[config.mk]
export PLATFORM = sky130hd
export DESIGN_NAME = shadow_loader
export DESIGN_NICKNAME = d
export VERILOG_FILES = /design/src/rtl/shadow_loader.sv
export SDC_FILE = /design/constraint.sdc
export NUM_CORES = 1
export LEC_CHECK = 0
export ABC_AREA = 1
export BUFFER_PORTS_ARGS = -buffer_cell sky130_fd_sc_hd__buf_2
export CORE_UTILIZATION = 35
export DETAILED_ROUTE_END_ITERATION = 16
export PLACE_DENSITY = 0.65
export RECOVER_POWER = 100
export SLEW_MARGIN = 20
export SYNTH_ARGS = -nofsm -noshare
export SYNTH_HDL_FRONTEND = slang
export SYNTH_SLANG_ARGS = --single-unit
[constraint.sdc]
create_clock -name clk -period 3.5 [get_ports clk]
set_input_delay 0.35 -clock clk [delete_from_list [all_inputs] [get_ports clk]]
set_output_delay 0.35 -clock clk [all_outputs]
set_load 0.1 [all_outputs]
[src/rtl/shadow_loader.sv]
// Shadow-register loader: drains a 32-bit coefficient stream into consecutive
// reg-bus words, with optional read-back verify and a per-strobe timeout.
module shadow_loader #(
  parameter int TIMEOUT = 255
) (
  input  logic        clk,
  input  logic        rst,
  input  logic        start,
  input  logic [15:0] base_addr,
  input  logic [15:0] word_count,
  input  logic        verify,
  input  logic [31:0] s_data,
  input  logic        s_valid,
  output logic        s_ready,
  output logic [15:0] reg_addr,
  output logic [31:0] reg_writedata,
  output logic        reg_wr,
  output logic        reg_rd,
  input  logic [31:0] reg_readdata,
  input  logic        reg_ready,
  output logic        busy,
  output logic        done,
  output logic        error,
  output logic [15:0] err_addr
);

  localparam logic [2:0] IDLE      = 3'd0;
  localparam logic [2:0] WAIT_DATA = 3'd1;
  localparam logic [2:0] WRITE     = 3'd2;
  localparam logic [2:0] READ      = 3'd3;
  localparam logic [2:0] FIN       = 3'd4;

  // Strobe is held for exactly TIMEOUT cycles before being abandoned.
  localparam logic [15:0] WAIT_LIMIT = 16'(TIMEOUT - 1);

  logic [2:0]  state;
  logic [2:0]  state_next;
  logic [15:0] addr;
  logic [15:0] remaining;
  logic        verify_q;
  logic [31:0] word_q;
  logic [15:0] wait_cnt;
  logic        error_q;
  logic [15:0] err_addr_q;

  logic accept;
  logic in_write;
  logic in_read;
  logic strobe;
  logic last_word;
  logic wait_expired;
  logic write_done;
  logic read_done;
  logic readback_bad;
  logic advance;
  logic timed_out;
  logic fail_set;
  logic entering_strobe;

  assign accept       = (state == IDLE) && start;
  assign in_write     = (state == WRITE);
  assign in_read      = (state == READ);
  assign strobe       = in_write || in_read;
  assign last_word    = (remaining == 16'd1);
  assign wait_expired = (wait_cnt == WAIT_LIMIT);
  assign write_done   = in_write && reg_ready;
  assign read_done    = in_read && reg_ready;
  assign readback_bad = (reg_readdata != word_q);
  assign advance      = (write_done && !verify_q) || (read_done && !readback_bad);
  assign timed_out    = strobe && !reg_ready && wait_expired;
  assign fail_set     = timed_out || (read_done && readback_bad);

  assign entering_strobe = ((state_next == WRITE) && (state != WRITE)) ||
                           ((state_next == READ)  && (state != READ));

  always_comb begin
    state_next = state;
    case (state)
      IDLE: begin
        if (start) begin
          state_next = (word_count == 16'd0) ? FIN : WAIT_DATA;
        end
      end
      WAIT_DATA: begin
        if (s_valid) begin
          state_next = WRITE;
        end
      end
      WRITE: begin
        if (reg_ready) begin
          if (verify_q) begin
            state_next = READ;
          end else begin
            state_next = last_word ? FIN : WAIT_DATA;
          end
        end else if (wait_expired) begin
          state_next = FIN;
        end
      end
      READ: begin
        if (reg_ready) begin
          state_next = (readback_bad || last_word) ? FIN : WAIT_DATA;
        end else if (wait_expired) begin
          state_next = FIN;
        end
      end
      FIN: begin
        state_next = IDLE;
      end
      default: begin
        state_next = IDLE;
      end
    endcase
  end

  always_ff @(posedge clk or negedge rst) begin
    if (!rst) begin
      state <= IDLE;
    end else begin
      state <= state_next;
    end
  end

  // The address only moves on to the next word when another word follows.
  always_ff @(posedge clk or negedge rst) begin
    if (!rst) begin
      addr      <= 16'd0;
      remaining <= 16'd0;
      verify_q  <= 1'b0;
    end else if (accept) begin
      addr      <= base_addr;
      remaining <= word_count;
      verify_q  <= verify;
    end else if (advance) begin
      remaining <= remaining - 16'd1;
      if (!last_word) begin
        addr <= addr + 16'd1;
      end
    end
  end

  always_ff @(posedge clk or negedge rst) begin
    if (!rst) begin
      word_q <= 32'd0;
    end else if ((state == WAIT_DATA) && s_valid) begin
      word_q <= s_data;
    end
  end

  always_ff @(posedge clk or negedge rst) begin
    if (!rst) begin
      wait_cnt <= 16'd0;
    end else if (entering_strobe) begin
      wait_cnt <= 16'd0;
    end else if (strobe && !wait_expired) begin
      wait_cnt <= wait_cnt + 16'd1;
    end
  end

  always_ff @(posedge clk or negedge rst) begin
    if (!rst) begin
      error_q    <= 1'b0;
      err_addr_q <= 16'd0;
    end else if (accept) begin
      error_q    <= 1'b0;
      err_addr_q <= 16'd0;
    end else if (fail_set) begin
      error_q    <= 1'b1;
      err_addr_q <= addr;
    end
  end

  assign s_ready       = (state == WAIT_DATA);
  assign reg_wr        = in_write;
  assign reg_rd        = in_read;
  assign reg_addr      = addr;
  assign reg_writedata = word_q;
  assign busy          = (state == WAIT_DATA) || strobe;
  assign done          = (state == FIN);
  assign error         = error_q;
  assign err_addr      = err_addr_q;

endmodule
==> Word level (Yosys, flattened, before mapping) <==
Index checks and enable logic that the tools add are counted.
{ "classes": {"addsub": 3, "eq_ne": 12, "n_mux": 21, "reduce_logical": 28} }
{ "ops": {"columns": ["operator", "n"], "rows": [
  ["two-way mux 16 bit", 9],
  ["adder 16 x 1 -> 16 bit (second input constant)", 2],
  ["inequality test 32 bit", 1],
  ["two-way mux 3 bit", 9],
  ["equality test 16 x 1 -> 1 bit (second input constant)", 1],
  ["equality test 16 x 8 -> 1 bit (second input constant)", 1],
  ["logical NOT 16 bit", 1],
  ["subtractor 16 x 1 -> 16 bit (second input constant)", 1],
  ["equality test 3 x 2 -> 1 bit (second input constant)", 4],
  ["logical AND 1 bit", 12],
  ["one-hot mux 3 bit (4 select lines)", 1],
  ["logical OR 1 bit", 6],
  ["inequality test 3 x 2 -> 1 bit (second input constant)", 2],
  ["nonzero test 2 bit", 3],
  ["logical NOT 1 bit", 4],
  ["equality test 3 x 1 -> 1 bit (second input constant)", 1],
  ["equality test 3 bit (second input constant)", 1],
  ["logical NOT 3 bit", 1],
  ["two-way mux 1 bit", 2],
  ["inequality test 2 bit (second input constant)", 1],
  ["AND reduction 2 bit", 1]
]} }
{ "totals": {"register_bits": 101, "out_inout_bits": 70, "elab_cells": 72} }

==> Logic depth before layout (Yosys ltp) <==
{ "depth": {"depth_word": 9, "mapped_depth": 13} }

==> Worst setup path before layout <==
Ideal clock, no wire load.
{ "synth_path": {"path_type": "register to register", "startpoint": "reg state[2]", "endpoint": "reg word_q[30] (netlist: reg_writedata[30])", "t_arrival_ns": 3.534, "path_slack_ns": -0.162, "path_stages_with_launch": 6, "path_buffers": 2, "cell_sequence": "dfrtp_1 > nor3_1 > nand2_1 > buf_4 > buf_6 > mux2_1"} }
{ "synth_via": {"elab_chain_len": 2} }
{ "synth_rtl": {"columns": ["element", "line", "rtl"], "rows": [
  ["from (decl)", "36", "logic [2:0] state;"],
  ["from (signal assigned)", "120", "state <= state_next;"],
  ["equality test 3 x 1 -> 1 bit", null, null],
  ["via s_ready", "14", "output logic s_ready,"],
  ["logical AND 1 bit", "145", "end else if ((state == WAIT_DATA) && s_valid) begin"],
  ["to (signal assigned)", "146", "word_q <= s_data;"],
  ["to (decl)", "41", "logic [31:0] word_q;"]
]} }
The timed path passes the listed nets, and every way through them passes these cells.
A chain may end at the register's enable or synchronous reset.

==> Worst setup path after layout <==
{ "layout_path": {"startpoint": "reg state[2]", "endpoint": "reg err_addr_q[10] (netlist: err_addr[10])"} }
{ "layout_via": {"elab_chain_len": 6, "word_cells_on_any_way": 12, "classes_between": "eq/ne: 2; mux: 1; reduce/logical: 9"} }
{ "layout_rtl": {"columns": ["element", "line", "rtl"], "rows": [
  ["equality test 3 x 2 -> 1 bit, on equally long branches", "61, 62", null],
  ["logical OR 1 bit", "63", "assign strobe = in_write || in_read;"],
  ["logical AND 1 bit (2 in a row)", "70", "assign timed_out = strobe && !reg_ready && wait_expired;"],
  ["logical OR 1 bit", "71", "assign fail_set = timed_out || (read_done && readback_bad);"],
  ["nonzero test 2 bit (no line)", null, null],
  ["to (signal assigned)", "169", "err_addr_q <= addr;"],
  ["to (decl)", "44", "logic [15:0] err_addr_q;"]
]} }
Parallel ways exist; a longest one is shown, timed or not.

==> run metrics <==
fin area about 7300 um^2; failing checks capacitance limit, slew limit; busiest grt layer met2; Slew Limit Fails between 60 and 70; sw power around 4700 uW; Layout Utilization 43.55%; fmax 0.3722 GHz; Yosys cell types 36; leading area contributor after synthesis dfrtp_1; final wirelength 16.36 mm; Worst Hold Class input pin to register; switching power share of the total 60.89%; Final WS setup 813.3 ps; largest family of logic cells by synthesized area simple AND/OR/NAND/NOR gates; Via density 4.755; Worst Max-Slew Pin Slew 1714 ps; cts hold-fix bufs 0; die area approximately 18000 um^2; post-synthesis xor/xnor area fraction between 5 and 6%; clk buf depth 2; Die Ht 133.3 um; clock network power share 13.4%; Crit Path Category register to register; HPWL after detailed placement 12.38 mm; Nets 1096; final hold vios 0; clk slew on worst S/H paths around 70 ps; Initial Util 36.13%; chip width 133.3 um; worst endpoint required time 3790 ps; crit-path max FO 27; Post-Syn Instances 823; multiplexer area fraction after synthesis 3.360%; Max Cap Viol 1; final period utilization 76.76%; RD Place Congestion 0.8590; Clock Latency Late Sink 350 ps; status complete, but fails checks; post-CTS sizing 0; Setup Fix Bufs, Post-CTS 0; first-pass GRT wire length ~26 mm; Yosys reg bits 101; Critical Path AT 2980 ps; DRC errors left 0; Syn Area/Cell ~7.3 um^2; syn nets 930; GR Layer Usage met1 25.03%; simple-gate portion of the synthesized area 33.95%; worst vdd ir 0.5454 mV; synth warn 0; post-synthesis cell area 6033 um^2; Final Setup Violations 0; internal power 3030 uW; post-synthesis sequential area ratio 41.89%; H-tree lvl count 3; CTS tree done; Pleak 0.003641 uW; Std-Cell Rows 47; met2 GRT Util 29.40%; pre-CTS WS 1229 ps; # IOs 172; post-layout minimum cycle time 2687 ps; PortBufs 171; Core Box Area 16700 um^2; Root Buffer clkbuf_16; unrepaired setup endpoints after global routing no; Synth Area in Compound Gates 6.678%; Crit. End Element register; initial DRC count 299; Gate power share 60.3%; initial antenna violation count 0; largest net degree at the start of global routing 69; First-pass DRT Iterations 5; Fin Clk Skew 11.77 ps; Total Routing Usage GR between 15 and 20%; # diodes 0; vias post-DR 5773; Cell Area, Placed ~7100 um^2; CTS buffer count 9; ranking of synthesized cells by area dfrtp_1, nand2_1, nand3_1; number of global-route vias before repair 5226; met3 Usage GRT under 10%; Clock Sinks ~100; Synth Area in Adders 1.037%; Avg WL per Cell 13.48 um; Antenna Nets Post-Route 0; Worst Setup Start Kind register; Area growth, synth to finish 20.55%; Setup TNS 0 ps; most frequent cells in the layout nand2_1, dfrtp_1, buf_2; Remaining Overflow, GRT 0; Slew headroom -14.26%; PnR Total Power 7747 uW; layout cells sized above 1 15.59%; sequential share of power 26.3%; pwr/cell area 1065 nW/um^2; commonest non-fill, non-tap cell in the layout nand2_1; top cell type's share of synthesized area between 40% and 50%
-- cells in the mapped netlist, drive strengths merged --
cell type,number
a21oi,28
a31oi,3
buf,19
clkbuf,3
dfrtp,101
ha,5
inv,89
mux2,18
nand2,284
nand3,72
nand3b,2
nand4,11
nor2,80
nor3,18
nor4,7
o2111ai,1
o21ai,38
o31ai,5
or2,3
xnor2,24
xor2,12
-- registers in the layout, summed over array words and instances (netlist names) --
name	count
remaining	16
state	3
err_addr	16
reg_addr	16
error	1
verify_q	1
reg_writedata	32
wait_cnt	16
-- metal layers --
metal / part of all wire [%] / wire length (um)
met1: 48 / 7840
met2: 46 / 7521
met3: 4.9 / 808
met4: 1.2 / 191
met5: 0 / 0
-- logic make-up after synthesis --
family | Yosys count
simple gates | 477
buf+inv | 111
flops | 101
compound gates | 75
xor+xnor | 36
mux | 18
fa+ha+maj | 5
-- power by group through the flow --
stage	Sequential, uW	Combinational [uW]	Clock, uW
after detailed placement	2040	4800	0
after global routing	2100	4970	1120
after CTS	2020	4810	1070
after floorplan	4210	1750	0
final	2040	4670	1040
after global placement	2030	4760	0
-- worst paths after layout --
kind,startpoint,endpoint,slack [ps],depth (start not counted)
setup / recovery,state[2],err_addr[10],810,7
hold / removal,s_data[30],reg_writedata[30],220,2
setup reg to reg,state[2],err_addr[10],810,7
hold reg to reg,err_addr[6],err_addr[6],520,2
max in group asynchronous,rst,reg_writedata[31],1430,2
min in group asynchronous,rst,err_addr[1],450,1
-- metrics by stage --
step                      hold slack (ps)  std cells
after floorplan                     54.41        823
after global placement              491.8       1198
after detailed placement            492.0       1198
after CTS                           142.7       1214
after global routing                219.1       1214
final                               222.3       1214
-- critical path: stages (launching register included) --
cell	delay, ps
dfrtp_1	470
inv_1	100
nand3_2	70
clkbuf_2	500
inv_1	500
a21oi_2	690
nand3_1	180
nand2_1	110
-- layout make-up --
cell class,count,area (um^2)
Clock buffer,10,239.0
Clock inverter,6,67.56
Fill cell,1794,9428
Inverter,89,334.1
Multi-Input combinational cell,611,3027
Sequential cell,101,2527
Tap cell,220,275.3
Timing Repair Buffer,177,803.3
Note: power is estimated with default switching activity, not from simulation.
